### config.mk
export PLATFORM = sky130hd
export DESIGN_NAME = multi_circle_gen
export DESIGN_NICKNAME = d
export VERILOG_FILES = /design/src/rtl/multi_circle_pkg.sv /design/src/rtl/multi_circle_octant_mux.sv /design/src/rtl/multi_circle_gen.sv
export SDC_FILE = /design/constraint.sdc
export NUM_CORES = 1
export LEC_CHECK = 0
export CAP_MARGIN = 0
export CORE_AREA = 3 3 243 245
export CTS_CLUSTER_DIAMETER = 60
export DETAILED_ROUTE_END_ITERATION = 8
export DIE_AREA = 0 0 246 248
export GPL_TIMING_DRIVEN = 0
export PLACE_DENSITY = 0.73
export SKIP_LAST_GASP = 1
export SLEW_MARGIN = 20
export SYNTH_ARGS = -nofsm -noshare
export SYNTH_HDL_FRONTEND = slang
export SYNTH_HIERARCHICAL = 1
export SYNTH_SLANG_ARGS = --single-unit
### constraint.sdc
create_clock -name _clock -period 10.53 [get_ports _clock]
set_input_delay 2.106 -clock _clock [delete_from_list [all_inputs] [get_ports _clock]]
set_output_delay 2.106 -clock _clock [all_outputs]
set_load 0.01 [all_outputs]
### src/rtl/multi_circle_pkg.sv
// rtl/multi_circle_pkg.sv - shared types and constants for the multi-circle point generator
//
// Contents:
//   state_t     : generator FSM states {IDLE, SETUP, EMIT, STEP}
//   octant_t    : 3-bit index of the symmetric octant point being presented
//   NUM_OCTANTS : number of symmetric points produced per midpoint iteration
package multi_circle_pkg;

    localparam int NUM_OCTANTS = 8;

    typedef enum logic [1:0] {
        IDLE,
        SETUP,
        EMIT,
        STEP
    } state_t;

    typedef logic [2:0] octant_t;

endpackage

### src/rtl/multi_circle_octant_mux.sv
// rtl/multi_circle_octant_mux.sv - maps a midpoint iterate to one of its eight symmetric pixels
//
// Combinational. All arithmetic is modulo 2^WIDTH, so the pixel wraps exactly
// as a full-width sum truncated to WIDTH would.
//
// Ports:
//   cx, cy     in  WIDTH  circle centre
//   x, y       in  WIDTH  current midpoint iterate (low WIDTH bits)
//   octant     in  3      which symmetric point to produce (0..7)
//   _out0      out WIDTH  pixel x
//   _out1      out WIDTH  pixel y
module multi_circle_octant_mux
    import multi_circle_pkg::*;
#(
    parameter int WIDTH = 32
) (
    input  logic [WIDTH-1:0] cx,
    input  logic [WIDTH-1:0] cy,
    input  logic [WIDTH-1:0] x,
    input  logic [WIDTH-1:0] y,
    input  octant_t          octant,
    output logic [WIDTH-1:0] _out0,
    output logic [WIDTH-1:0] _out1
);

    always_comb begin
        _out0 = cx + x;
        _out1 = cy + y;
        case (octant)
            3'd0: begin _out0 = cx + x; _out1 = cy + y; end
            3'd1: begin _out0 = cx + y; _out1 = cy + x; end
            3'd2: begin _out0 = cx - y; _out1 = cy + x; end
            3'd3: begin _out0 = cx - x; _out1 = cy + y; end
            3'd4: begin _out0 = cx - x; _out1 = cy - y; end
            3'd5: begin _out0 = cx - y; _out1 = cy - x; end
            3'd6: begin _out0 = cx + y; _out1 = cy - x; end
            3'd7: begin _out0 = cx + x; _out1 = cy - y; end
            default: begin _out0 = cx + x; _out1 = cy + y; end
        endcase
    end

endmodule

### src/rtl/multi_circle_gen.sv
// rtl/multi_circle_gen.sv - midpoint circle point generator over a row of equal-radius circles
//
// Circle k is centred at (centre_x + k*spacing, centre_y). Each midpoint
// iteration yields eight symmetric pixels, one per accepted _valid/_ready beat.
//
// Optional feature: define MULTI_CIRCLE_GEN_COUNT_EN to add the _count output
// (points accepted in the current/last job).
//
// Ports:
//   _clock     in  1      rising-edge clock
//   _reset_n   in  1      asynchronous active-low reset
//   _start     in  1      job request, taken only when idle
//   _ready     in  1      downstream accepts the presented point
//   centre_x   in  WIDTH  x centre of circle 0 (signed)
//   centre_y   in  WIDTH  y centre of all circles (signed)
//   radius     in  WIDTH  radius of all circles (signed)
//   spacing    in  WIDTH  x step between centres (signed)
//   n_circles  in  CW     circle count, clamped to MAX_CIRCLES
//   _valid     out 1      _out0/_out1 hold a point
//   _done      out 1      no job active
//   _out0      out WIDTH  pixel x
//   _out1      out WIDTH  pixel y
//   _count     out WIDTH  accepted points (MULTI_CIRCLE_GEN_COUNT_EN only)
module multi_circle_gen
    import multi_circle_pkg::*;
#(
    parameter int WIDTH       = 32,
    parameter int MAX_CIRCLES = 8
) (
    input  logic                             _clock,
    input  logic                             _reset_n,
    input  logic                             _start,
    input  logic                             _ready,
    input  logic [WIDTH-1:0]                 centre_x,
    input  logic [WIDTH-1:0]                 centre_y,
    input  logic [WIDTH-1:0]                 radius,
    input  logic [WIDTH-1:0]                 spacing,
    input  logic [$clog2(MAX_CIRCLES+1)-1:0] n_circles,
    output logic                             _valid,
    output logic                             _done,
    output logic [WIDTH-1:0]                 _out0,
    output logic [WIDTH-1:0]                 _out1
`ifdef MULTI_CIRCLE_GEN_COUNT_EN
    ,
    output logic [WIDTH-1:0]                 _count
`endif
);

    localparam int CW = $clog2(MAX_CIRCLES + 1);
    localparam int EW = WIDTH + 2;
    localparam logic signed [EW-1:0] ONE = EW'(1);
    localparam logic [CW-1:0] MAX_N = CW'(MAX_CIRCLES);

    state_t                 state;
    logic [CW-1:0]          k;
    logic [CW-1:0]          n_lat;
    logic [WIDTH-1:0]       r_lat;
    logic [WIDTH-1:0]       cx;
    logic [WIDTH-1:0]       cy;
    logic [WIDTH-1:0]       sp_lat;
    logic signed [EW-1:0]   x;
    logic signed [EW-1:0]   y;
    logic signed [EW-1:0]   err;
    octant_t                octant;

    logic [CW-1:0]          n_clamped;
    logic signed [EW-1:0]   r_ext;
    logic signed [EW-1:0]   x_step;
    logic signed [EW-1:0]   y_step;
    logic signed [EW-1:0]   err_step;
    logic                   step_cont;
    logic [WIDTH-1:0]       feed_x;
    logic [WIDTH-1:0]       feed_y;
    octant_t                feed_oct;
    logic [WIDTH-1:0]       pix_x;
    logic [WIDTH-1:0]       pix_y;

    assign n_clamped = (n_circles > MAX_N) ? MAX_N : n_circles;
    assign r_ext     = {{2{r_lat[WIDTH-1]}}, r_lat};

    // One midpoint step; the x decrement feeds the error update of the same step.
    always_comb begin
        y_step = y + ONE;
        if (err < 0) begin
            x_step   = x;
            err_step = err + (y_step <<< 1) + ONE;
        end else begin
            x_step   = x - ONE;
            err_step = err + ((y_step - x_step) <<< 1) + ONE;
        end
    end

    assign step_cont = (x_step >= y_step);

    // The output registers load the point that will be current after this
    // edge, so the mux is fed with next-cycle iterate and octant values.
    always_comb begin
        feed_x   = x[WIDTH-1:0];
        feed_y   = y[WIDTH-1:0];
        feed_oct = octant + 3'd1;
        case (state)
            SETUP: begin
                feed_x   = r_lat;
                feed_y   = '0;
                feed_oct = '0;
            end
            STEP: begin
                feed_x   = x_step[WIDTH-1:0];
                feed_y   = y_step[WIDTH-1:0];
                feed_oct = '0;
            end
            default: begin
                feed_x   = x[WIDTH-1:0];
                feed_y   = y[WIDTH-1:0];
                feed_oct = octant + 3'd1;
            end
        endcase
    end

    multi_circle_octant_mux #(
        .WIDTH (WIDTH)
    ) u_octant_mux (
        .cx     (cx),
        .cy     (cy),
        .x      (feed_x),
        .y      (feed_y),
        .octant (feed_oct),
        ._out0  (pix_x),
        ._out1  (pix_y)
    );

    // IDLE with _done low is the operand-capture cycle of a newly accepted
    // job; it moves to SETUP on the following edge.
    always_ff @(posedge _clock or negedge _reset_n) begin
        if (!_reset_n) begin
            state  <= IDLE;
            _done  <= 1'b1;
            _valid <= 1'b0;
            _out0  <= '0;
            _out1  <= '0;
            k      <= '0;
            n_lat  <= '0;
            r_lat  <= '0;
            cx     <= '0;
            cy     <= '0;
            sp_lat <= '0;
            x      <= '0;
            y      <= '0;
            err    <= '0;
            octant <= '0;
`ifdef MULTI_CIRCLE_GEN_COUNT_EN
            _count <= '0;
`endif
        end else begin
            case (state)
                IDLE: begin
                    if (!_done) begin
                        state <= SETUP;
                    end else if (_start) begin
                        _done  <= 1'b0;
                        k      <= '0;
                        n_lat  <= n_clamped;
                        r_lat  <= radius;
                        cx     <= centre_x;
                        cy     <= centre_y;
                        sp_lat <= spacing;
`ifdef MULTI_CIRCLE_GEN_COUNT_EN
                        _count <= '0;
`endif
                    end
                end
                SETUP: begin
                    // k==n_lat also covers n_circles==0.
                    if ((k == n_lat) || r_lat[WIDTH-1]) begin
                        state <= IDLE;
                        _done <= 1'b1;
                    end else begin
                        x      <= r_ext;
                        y      <= '0;
                        err    <= ONE - r_ext;
                        octant <= '0;
                        _valid <= 1'b1;
                        _out0  <= pix_x;
                        _out1  <= pix_y;
                        state  <= EMIT;
                    end
                end
                EMIT: begin
                    if (_ready) begin
`ifdef MULTI_CIRCLE_GEN_COUNT_EN
                        _count <= _count + WIDTH'(1);
`endif
                        if (octant == octant_t'(NUM_OCTANTS - 1)) begin
                            _valid <= 1'b0;
                            state  <= STEP;
                        end else begin
                            octant <= octant + 3'd1;
                            _out0  <= pix_x;
                            _out1  <= pix_y;
                        end
                    end
                end
                STEP: begin
                    x   <= x_step;
                    y   <= y_step;
                    err <= err_step;
                    if (step_cont) begin
                        octant <= '0;
                        _valid <= 1'b1;
                        _out0  <= pix_x;
                        _out1  <= pix_y;
                        state  <= EMIT;
                    end else begin
                        k     <= k + CW'(1);
                        cx    <= cx + sp_lat;
                        state <= SETUP;
                    end
                end
                default: begin
                    state <= IDLE;
                end
            endcase
        end
    end

endmodule
==> flow_summary_export.csv <==
group,metric,value,unit
status,status,"finished, final reports clean",
clock_network,cts_hold_buf,0,
detailed_routing,wl,120000,um
setup_path,worst-path-max-fanout,10,
timing,period_needed,9.31,ns
setup_path,critical_path.max_stage_delay,0.88,ns
global_routing,grt_pass1_vias,29800,
yosys,async_reset_ff_share,100,%
clock_network,cts.clk_slew.worst_paths,0.06,ns
place,numPortBuffers,201,
timing,fmax,107,MHz
finish,num-nets-final,4360,
global_routing,grt_max_degree,99,
yosys,synthTopCellsByCount,"315 x nor2_1, 308 x dfrtp_1, 284 x a21oi_1",
clock_network,cts_setup_buffers,0,
floorplanning,rows,88,
setup_path,cp.arrival,9.79,ns
yosys,synth-seq-area-share,25.2,%
yosys,ys_ff_latch,309,
clock_network,cts_buffers,45,
finish,final_area,35400,sq um
global_routing,antenna_found_initial,9,
floorplanning,core_area,57400,sq um
yosys,synth_area_leaders,"dfrtp_1 25%, ha_1 9.5%, mux2_2 6.2%",
yosys,syn_area,30700,sq um
global_routing,gr-total-overflow,0,
finish,syn2layout_area_growth,15.2,%
place,dp_hpwl,92400,um
detailed_routing,drc,0,
global_routing,grt_pass1_wl,178000,um
clock_network,cts_resized,0,
yosys,yosysTopAreaCell,"dfrtp_1",
clock_network,cts-root-buf,"clkbuf_16",
global_routing,grt.total_usage,38.1,%
yosys,ys.warnings.count,6,
detailed_routing,vias_per_cell,6.63,
detailed_routing,drt-wirelength-per-cell,25.0,um
yosys,ys.flop_type,"dfrtp_1",
timing,grt_setup_unrepaired,"false",
yosys,synth_nets,4108,
detailed_routing,dr.first_iter.drc_count,3532,
finish,antenna_cells,0,
timing,drv_slew,0,
clock_network,htreeDepth,2,
timing,fin_skew,0.0269,ns
finish,drive_gt1_share,8.65,%
setup_path,cp_cell_sequence,"clkbuf_1 -> clkinv_1 -> nor2_1 -> clkbuf_1 -> buf_1 -> nand2_1 -> o21ai_0 -> inv_1 -> ha_1 -> nand2b_1 -> nor3_1 -> nand2_1 -> o21ai_0 -> mux4_2 -> o311ai_0 -> ha_1 -> and4_1 -> a221o_1 -> a41oi_1 -> o21ai_0 -> a31o_2 -> a2111oi_0 -> nor3b_1 -> mux2_2",
detailed_routing,ant_nets,0,
clock_network,cts_max_path_buffers,3,
hold_path,hp-class,"reg2reg",
floorplanning,initial_core_util,53.6,%
timing,hold_viol,0,
clock_network,insertion_delay,0.61,ns
setup_path,worstSetupPathType,"reg2reg",
yosys,synth.most_common_cell,"nor2_1",
run,drv_cap,0,
setup_path,start_kind,"register",
detailed_routing,first_pass_iters,8,
setup_path,slowest_stage,"clkbuf_1",
clock_network,cts_tree,"done",
floorplanning,dieArea,61000,sq um
detailed_routing,vias,31700,
setup_path,end_kind,"register",
floorplanning,die_w,246,um
floorplanning,top_level_ports,202,
yosys,avgSynthCellArea,8.23,sq um
timing,setup-violations-final,0,
timing,tightest_slew,1.19,ns
setup_path,cp_common_cell,"o21ai_0",
place,place.gp.congestion,1.04,
setup_path,cp.required,11.01,ns
yosys,synthCells,3733,
place,post_dp_cell_area,33800,sq um
timing,maxSlewHeadroom,20.5,%
timing,fin_hold_ws,0.503,ns
yosys,yosysUniqueCellTypes,102,
yosys,synth_top_area_share,25.1,%
floorplanning,die_h,248,um
timing,min_period_over_period,88.4,%
clock_network,cts_num_sinks,309,
yosys,synth-edff-count,0,
-- critical path: cells and delay by family, from the launching register on --
kind                       cells  cell delay (ns)
DFF                            1             0.32
and+or+nand+nor                7             1.80
buffers and inverters          5             2.89
AOI/OAI and AO/OA              8             2.74
muxes                          2             0.75
adders and majority gates      2             0.66
-- cell usage in the layout, fill, tap and decap left out, types with 17 or more instances in the layout --
master / n
a21oi_1: 284
ha_1: 233
nand2b_1: 36
clkbuf_1: 195
a21o_1: 127
nand2_1: 275
a211oi_1: 47
xor2_1: 97
and3_1: 48
clkdlybuf4s50_1: 200
o21ai_0: 228
nor4_1: 34
nand4_1: 37
inv_1: 152
dfrtp_1: 308
buf_1: 27
a221oi_1: 30
mux2i_1: 38
xnor2_1: 183
mux4_2: 29
or4_1: 17
o22ai_1: 98
a31oi_1: 45
nor3_1: 112
o21bai_1: 26
o31ai_1: 23
nor2_1: 315
o21a_1: 31
or3_1: 39
nor2b_1: 38
or2_2: 19
o221ai_1: 23
o211ai_1: 28
clkbuf_16: 46
mux2_2: 169
o22a_1: 18
nand3_1: 89
-- kinds of logic (layout without fill, tap and decap cells) --
family	after synthesis	count (layout)	share of synthesized area, %
AND/OR/NAND/NOR	1133	1133	18.1
adder cells (fa/ha/maj)	239	239	9.88
AO/OA/AOI/OAI	1151	1151	24.4
XOR/XNOR	282	282	8.11
flip-flops	309	309	25.2
buffers and inverters	383	672	4.78
multiplexers	236	236	9.56
-- per-stage QoR --
step | TNS, ns | setup slack (ns) | instances | utilization (%)
after floorplan | 0 | 4.02 | 3733 | -
after global placement | -2165.39 | -7.09 | 4699 | 58.7
after detailed placement | 0 | 1.73 | 4702 | 58.9
after CTS | 0 | 1.73 | 4786 | 61.6
after global routing | 0 | 1.01 | 4787 | 61.7
final | 0 | 1.22 | 4787 | 61.7
-- registers in the layout (all words and copies together), names as in the netlist --
register  cells
_out0        32
n_lat         4
err          34
_out1        32
_valid        1
cy           32
_done         1
y            34
r_lat        32
k             4
cx           32
octant        3
sp_lat       32
state         2
x            34
-- per-layer routing --
| metal | vias up | GRT usage (%) | wire [um] |
|---|---|---|---|
| met1 | 15200 | 49.9 | 47700 |
| met4 | 16 | 18.3 | 6530 |
| met3 | 408 | 11.9 | 14400 |
| met5 | - | 0 | 114 |
| met2 | 1803 | 57.2 | 50800 |
| li1 | 14300 | - | - |
-- final timing paths --
check                                 startpoint                     to  slack (ns)  cells after the start
max                         state[0]$_DFFE_PN0P_  _out1[25]$_DFFE_PN0P_        1.22                     24
min                        _out1[29]$_DFFE_PN0P_  _out1[29]$_DFFE_PN0P_        0.50                      1
max reg2reg                 state[0]$_DFFE_PN0P_  _out1[25]$_DFFE_PN0P_        1.22                     24
min reg2reg                _out1[29]$_DFFE_PN0P_  _out1[29]$_DFFE_PN0P_        0.50                      1
max in group asynchronous               _reset_n  sp_lat[8]$_DFFE_PN0P_        7.84                      3
min in group asynchronous               _reset_n  _out1[24]$_DFFE_PN0P_        1.44                      1
-- area by class of cell --
class,instances,area [sq um]
inverter,155,582
tap,765,957
clock inverter,28,348
timing repair buffer,205,2110
multi-input combinational,3041,21500
sequential,309,7730
fill,5259,22000
buffer,228,891
clock buffer,56,1240
Power is not shown: default switching activity piles up to over one toggle a cycle in this logic, so the estimate is an artifact.
